**config.mk**
```make
export PLATFORM = sky130hd
export DESIGN_NAME = enet_tx_pause_gen
export DESIGN_NICKNAME = d
export VERILOG_FILES = /design/src/rtl/enet_tx_pause_gen.sv
export SDC_FILE = /design/constraint.sdc
export NUM_CORES = 1
export LEC_CHECK = 0
export BUFFER_PORTS_ARGS = -buffer_cell sky130_fd_sc_hd__buf_2
export CAP_MARGIN = 20
export CELL_PAD_IN_SITES_DETAIL_PLACEMENT = 0
export CELL_PAD_IN_SITES_GLOBAL_PLACEMENT = 1
export CORE_MARGIN = 4
export CORE_UTILIZATION = 30
export CTS_CLUSTER_SIZE = 25
export DETAILED_ROUTE_END_ITERATION = 12
export GPL_TIMING_DRIVEN = 1
export MAX_ROUTING_LAYER = met4
export PLACE_DENSITY = 0.76
export SYNTH_ARGS = -nofsm -noshare
export SYNTH_HDL_FRONTEND = slang
export SYNTH_SLANG_ARGS = --single-unit
```
**constraint.sdc**
```tcl
create_clock -name tx_clk -period 1.8 [get_ports tx_clk]
set_input_delay 0.09 -clock tx_clk [delete_from_list [all_inputs] [get_ports tx_clk]]
set_output_delay 0.09 -clock tx_clk [all_outputs]
set_load 0.005 [all_outputs]
```
**src/rtl/enet_tx_pause_gen.sv**
```systemverilog
// 802.3x PAUSE frame generator for the MAC transmit side (tx_clk domain).
// Serialises a 60-byte PAUSE frame on request, acks it, and arbitrates against the data path.
module enet_tx_pause_gen #(
   parameter logic [47:0] PAUSE_DA   = 48'h0180C2000001,
   parameter logic [15:0] PAUSE_TYPE = 16'h8808,
   parameter logic [15:0] PAUSE_OPC  = 16'h0001,
   parameter int          FRAME_LEN  = 60
) (
   input  logic        tx_clk,
   input  logic        rst_n,
   input  logic        ether_en,
   input  logic [47:0] mac_addr,
   input  logic [15:0] pause_opd,
   input  logic        pause_send,
   input  logic        pause_send_zero,
   output logic        pause_mac_send,
   output logic        pause_mac_send_zero,
   input  logic        tx_stop,
   input  logic        data_busy,
   output logic        data_start_ok,
   output logic        tx_mac_stop,
   output logic        pf_valid,
   input  logic        pf_ready,
   output logic [7:0]  pf_data,
   output logic        pf_sof,
   output logic        pf_eof,
   output logic [1:0]  state_dbg
);

   typedef enum logic [1:0] {
      IDLE = 2'd0,
      SEND = 2'd1,
      ACK  = 2'd2
   } state_t;

   localparam logic [5:0] LAST_IDX = 6'(FRAME_LEN - 1);

   state_t      state;
   logic [5:0]  idx;
   logic        kind_nz;
   logic [15:0] time_q;
   logic [7:0]  byte_val;
   logic        req;

   assign req = pause_send | pause_send_zero;

   // Handshake: a byte transfers on a cycle where pf_valid & pf_ready; while
   // pf_valid is high and pf_ready low, pf_data/pf_sof/pf_eof hold their values.
   always_ff @(posedge tx_clk or negedge rst_n) begin
      if (!rst_n) begin
         state               <= IDLE;
         idx                 <= 6'd0;
         kind_nz             <= 1'b0;
         time_q              <= 16'h0000;
         pause_mac_send      <= 1'b0;
         pause_mac_send_zero <= 1'b0;
      end else begin
         pause_mac_send      <= 1'b0;
         pause_mac_send_zero <= 1'b0;
         case (state)
            IDLE: begin
               if (req && ether_en && !data_busy) begin
                  state   <= SEND;
                  idx     <= 6'd0;
                  kind_nz <= pause_send;
                  time_q  <= pause_send ? pause_opd : 16'h0000;
               end
            end
            SEND: begin
               if (pf_ready) begin
                  if (idx == LAST_IDX) begin
                     state               <= ACK;
                     pause_mac_send      <= kind_nz;
                     pause_mac_send_zero <= !kind_nz;
                  end else begin
                     idx <= idx + 6'd1;
                  end
               end
            end
            ACK:     state <= IDLE;
            default: state <= IDLE;
         endcase
      end
   end

   // Everything past the PAUSE time field is zero padding.
   always_comb begin
      byte_val = 8'h00;
      case (idx)
         6'd0:    byte_val = PAUSE_DA[47:40];
         6'd1:    byte_val = PAUSE_DA[39:32];
         6'd2:    byte_val = PAUSE_DA[31:24];
         6'd3:    byte_val = PAUSE_DA[23:16];
         6'd4:    byte_val = PAUSE_DA[15:8];
         6'd5:    byte_val = PAUSE_DA[7:0];
         6'd6:    byte_val = mac_addr[47:40];
         6'd7:    byte_val = mac_addr[39:32];
         6'd8:    byte_val = mac_addr[31:24];
         6'd9:    byte_val = mac_addr[23:16];
         6'd10:   byte_val = mac_addr[15:8];
         6'd11:   byte_val = mac_addr[7:0];
         6'd12:   byte_val = PAUSE_TYPE[15:8];
         6'd13:   byte_val = PAUSE_TYPE[7:0];
         6'd14:   byte_val = PAUSE_OPC[15:8];
         6'd15:   byte_val = PAUSE_OPC[7:0];
         6'd16:   byte_val = time_q[15:8];
         6'd17:   byte_val = time_q[7:0];
         default: byte_val = 8'h00;
      endcase
   end

   assign pf_valid      = (state == SEND);
   assign pf_data       = pf_valid ? byte_val : 8'h00;
   assign pf_sof        = pf_valid && (idx == 6'd0);
   assign pf_eof        = pf_valid && (idx == LAST_IDX);
   assign data_start_ok = (state == IDLE) && !req && ether_en && !tx_stop;
   assign tx_mac_stop   = tx_stop && !data_busy && (state == IDLE) && !req;
   assign state_dbg     = state;

endmodule

```
### After elaboration in Yosys (flattened, before gate mapping)

Index checks and enable logic that the tools add are counted.

* register bits: 27
* bits of input ports: 72
* output and inout port bits: 17
* logic and storage cells: 66

* add/subtract/negate cells: 1
* equality and inequality tests: 20
* multiplexer cells: 17
* bitwise gates (word level): 1
* reduce and logical (&&, ||, !) cells: 21

Operators with widths (number)
* case mux 8 bit (13 select lines): 1
* == test 6 x 4 -> 1 bit, second input constant: 7
* == test 6 x 3 -> 1 bit, second input constant: 3
* two-way mux 6 bit: 3
* two-way mux 16 bit: 1
* == test 6 x 5 -> 1 bit, second input constant: 2
* case mux 6 bit (2 select lines): 1
* logical AND 1 bit: 10
* two-way mux 8 bit: 1
* adder 6 x 1 -> 6 bit, second input constant: 1
* == test 6 x 1 -> 1 bit, second input constant: 1
* == test 6 x 2 -> 1 bit, second input constant: 1
* == test 6 bit, second input constant: 1
* zero test 6 bit: 1
* two-way mux 1 bit: 6
* two-way mux 2 bit: 3
* zero test 1 bit: 4
* != test 2 x 1 -> 1 bit, second input constant: 2
* != test 2 bit, second input constant: 2
* case mux 2 bit (2 select lines): 1
* AND reduction 4 bit: 1
* AND reduction 3 bit: 1
* OR reduction 3 bit: 1
* == test 2 x 1 -> 1 bit, second input constant: 1
* other kinds (4): 4

### Logic depth before layout (Yosys ltp)

* word-level depth: 5
* depth in mapped cells: 7
* mapped depth without buffers: 7

### Least setup slack after synthesis

No wires, ideal clock.

* path kind: register -> output
* start: register idx[0]
* end: output port pf_data[0]
* data arrival time: 1.639 ns
* data required time: 1.710 ns
* slack: 0.071 ns
* stages on the path, launching flop included: 7
* path buffers: 0
* cell sequence: dfrtp_1 -> ha_1 -> mux2_4 -> a32o_1 -> a21oi_1 -> o221a_2 -> a31oi_1

* word-level cells in the longest chain between the ends: 4
* elaborated cells on any way between the ends: 18
* those cells by class: 14 x eq/ne; 2 x mux; 2 x reduce/logical

Ends and longest elaborated chain
* start, declared: RTL line 39 `logic [5:0] idx;`
* start signal, assigned: RTL line 76 `idx <= idx + 6'd1;`
* == test 6 x 4 -> 1 bit, or another cell as far along: RTL line 89 `case (idx)`
* OR reduction 3 bit (no line)
* case mux 8 bit (13 select lines) (*): RTL line 89
* two-way mux 8 bit (*): RTL line 113 `assign pf_data = pf_valid ? byte_val : 8'h00;`
* end, declared: RTL line 24 `output logic [7:0] pf_data,`

Every way passes the cells marked *; elsewhere a longest branch is shown, timed or not.

### Worst setup path in the final report

* start: register idx[1]
* end: output port pf_data[6]

The elaborated chain is that of the path after synthesis.

==> results.json <==
{
  "fin_skew_ns": 0.00569,
  "syn_area_mm2": 0.00190,
  "areaGrowthSynthToFinish_pct": 54.8,
  "start_util": 0.315,
  "max_freq_mhz": 468,
  "async_reset_ff_frac": 1.00,
  "p_leak_nw": 1.47,
  "p_seq_frac": 0.257,
  "postLayoutSetupSlackWorst_ns": -0.338,
  "holdPathEnd": "time_q[2]$_DFFE_PN0P_",
  "hold_start": "pause_opd[2]",
  "core-area_mm2": 0.00603,
  "powerDensity_mw_per_mm2": 1170,
  "hp-class": "in2reg",
  "routedWlPerCell_um": 15.9,
  "clock_power_share": 0.101,
  "synth.ff_latch_count": 27,
  "cts_buffers": 3,
  "cts_sinks": 27,
  "yosysTopAreaCell": "dfrtp_1",
  "setup_tns_ns": -2.60,
  "synthCells": 223,
  "vdd_ir_drop_max_mv": 0.568,
  "seq_area_frac_synth": 0.355,
  "grt_pass1_wl_um": 10800,
  "finalWirelength_um": 6800,
  "avgSynthCellArea_um2": 8.52,
  "clk_latency_ns": 0.27,
  "antenna_found_initial": 0,
  "ant_nets": 0,
  "htreeDepth": 1,
  "switching_share": 0.409,
  "synth_flop_cell": "dfrtp_1",
  "violations": "setup timing",
  "die_area_mm2": 0.00767,
  "synth_edf_count": 0,
  "first_iter_violations": 70,
  "ff2ff_setup_slack_ns": 0.10,
  "root_buffer": "clkbuf_8",
  "vias_per_cell": 5.14,
  "dp_hpwl_um": 5580,
  "tightest_slew_ns": 0.585,
  "p_int_mw": 2.03,
  "regToRegStartpoint": "idx[0]$_DFFE_PN0P_",
  "combPwrFrac": 0.642,
  "slew_viol_final": 0,
  "cts_tree": "built",
  "worstSetupPathType": "reg2out",
  "synth_area_leaders": "dfrtp_1 36%, nand2_1 9.7%, nand3_1 5.8%",
  "finalSetupViolCount": 8,
  "track_usage": 0.185,
  "hold_violations": 0,
  "slew_headroom": 0.610,
  "timing.final.crit_share": 1.19,
  "holdPathStages": 3,
  "start_kind": "flip-flop",
  "dr.pass1.iters": 4,
  "rows": 28,
  "crit_fanout": 8,
  "diodes": 0,
  "fin_crit_ns": 2.14,
  "yosysWarnings": 0,
  "endpoint_kind": "primary output",
  "worst_r2r_path_depth": 7,
  "grt_pass1_vias": 2209,
  "yosys.cell_types.count": 44,
  "clockBufferDepth": 2,
  "io_buffers": 88,
  "crit_arrival_ns": 2.05,
  "grt_max_degree": 28,
  "die_h_um": 87.6,
  "io_pins": 89,
  "synth.net_count": 299,
  "yosys.area.top_type_share": 0.355,
  "gp_congestion": 0.918,
  "rsz0062_at_grt": "yes",
  "maxCapViolCount": 0,
  "power_switching_mw": 1.40,
  "grt.overflow.total": 0,
  "die_w_um": 87.6,
  "vias": 2195,
  "r2r_end": "idx[5]$_DFFE_PN0P_",
  "nNetsFinal": 429,
  "power_mw": 3.44,
  "remaining_drc_errors": 0,
  "drive_above_1_share": 0.511,
  "clk_pin_slew_worst_paths_ns": 0.09,
  "worstPathRequired_ns": 1.71,
  "status": "complete, but fails checks"
}
## Yosys cell counts (2+ instances only)
cell      instances
nand2_1          49
a22oi_1          13
or3_1             2
a221oi_1          8
dfrtp_1          27
ha_1              4
buf_2             7
nand2b_1          5
nor2_4            2
nor3b_1           3
inv_1             6
a21oi_1           4
a32oi_1           2
a31oi_1           9
and3_1            4
clkbuf_1          2
nor2b_1           3
nor2_1           10
nor3_1            2
xnor2_1           2
nand3_1          22
a222oi_1          2
a22o_1            7
o21ai_0           5
nor4b_4           2
buf_6             3
## state kept, by name, summed over array words and instances, names as in the netlist
signal,count
idx,6
kind_nz,1
pause_mac_send,1
pause_mac_send_zero,1
state_dbg,2
time_q,16
## worst max-delay path, stage by stage, from the launching register on
cell     delay, ns
dfrtp_2       0.44
inv_4         0.07
ha_4          0.16
mux2_4        0.27
a32o_2        0.26
a21oi_2       0.12
o221a_4       0.26
a31oi_1       0.06
buf_2         0.14
## cells by family after synthesis
logic type | count (synthesis) | synth area share
simple gates | 110 | 0.309
flops | 27 | 0.355
mux | 2 | 0.0132
buf+inv | 19 | 0.0540
compound gates | 58 | 0.228
xor+xnor | 3 | 0.0138
fa+ha+maj | 4 | 0.0263
## per-stage QoR
step           std cells   util  hold WS (ns)  instance area (µm²)  setup WS (ns)
2_1_floorplan        223      -        -0.206                 1900         0.0710
6_report             427  0.488        0.0368                 2940         -0.338
3_5_place_dp         417  0.446         0.130                 2690         -0.186
3_3_place_gp         417  0.446         0.132                 2690         -0.103
5_1_grt              427  0.488        0.0348                 2940         -0.406
4_1_cts              426  0.475        0.0381                 2860         -0.362
## how the worst max path moves through the flow
stage	cells past startpoint	end	slack (ns)	from
floorplan	6	pf_data[0]	0.07	idx[0]$_DFFE_PN0P_
global placement	8	pf_data[6]	-0.10	idx[1]$_DFFE_PN0P_
detailed placement	8	pf_data[6]	-0.19	idx[1]$_DFFE_PN0P_
CTS	8	pf_data[6]	-0.36	idx[1]$_DFFE_PN0P_
global route	8	pf_data[6]	-0.41	idx[1]$_DFFE_PN0P_
finish	8	pf_data[6]	-0.34	idx[1]$_DFFE_PN0P_
## metal layers
layer / vias up / routed length [µm] / global-route usage
met3: 7 / 425 / 0.0188
met4: 0 / 83 / 0.0432
met1: 1030 / 3080 / 0.241
met5: - / 0 / -
met2: 80 / 3220 / 0.311
li1: 1078 / - / -
## power groups by stage
stage          Combinational, mW  Sequential, mW  Clock [mW]
2_1_floorplan               1.13           0.782           0
4_1_cts                     2.11           0.867       0.357
3_5_place_dp                1.90           0.863           0
5_1_grt                     2.39           0.902       0.388
3_3_place_gp                1.89           0.855           0
6_report                    2.21           0.884       0.346
## repair_timing
action                                 4_1_cts  5_1_grt
setup endpoints to repair                    9        9
hold buffers                                 1        0
endpoints found under the hold margin       27        0
buffers inserted                             4        1
cloned                                       0        0
gates resized for setup                     19       16
pin swaps                                    3        5
## placed cells by master (no fill, tap or decap), drive strengths merged, types with 2 or more instances in the layout
master / Yosys / layout
a21oi: 4 / 4
a221oi: 8 / 8
a222oi: 2 / 2
a22o: 7 / 7
a22oi: 13 / 13
a31oi: 9 / 9
a32oi: 2 / 2
and3: 4 / 4
buf: 11 / 137
clkbuf: 2 / 3
dfrtp: 27 / 27
ha: 4 / 4
inv: 6 / 6
nand2: 49 / 49
nand2b: 6 / 6
nand3: 22 / 22
nor2: 13 / 13
nor2b: 3 / 3
nor3: 3 / 3
nor3b: 4 / 4
nor4b: 2 / 2
o21ai: 6 / 6
or3: 2 / 2
xnor2: 2 / 2
## cell type report
class / count / area (µm²)
Sequential cell: 27 / 681
Clock buffer: 3 / 41.3
Inverter: 6 / 25.0
Tap cell: 75 / 93.8
Timing Repair Buffer: 138 / 822
Multi-Input combinational cell: 177 / 1270
Clock inverter: 1 / 7.51
Fill cell: 618 / 3080
Note: power is estimated with default switching activity, not from simulation.
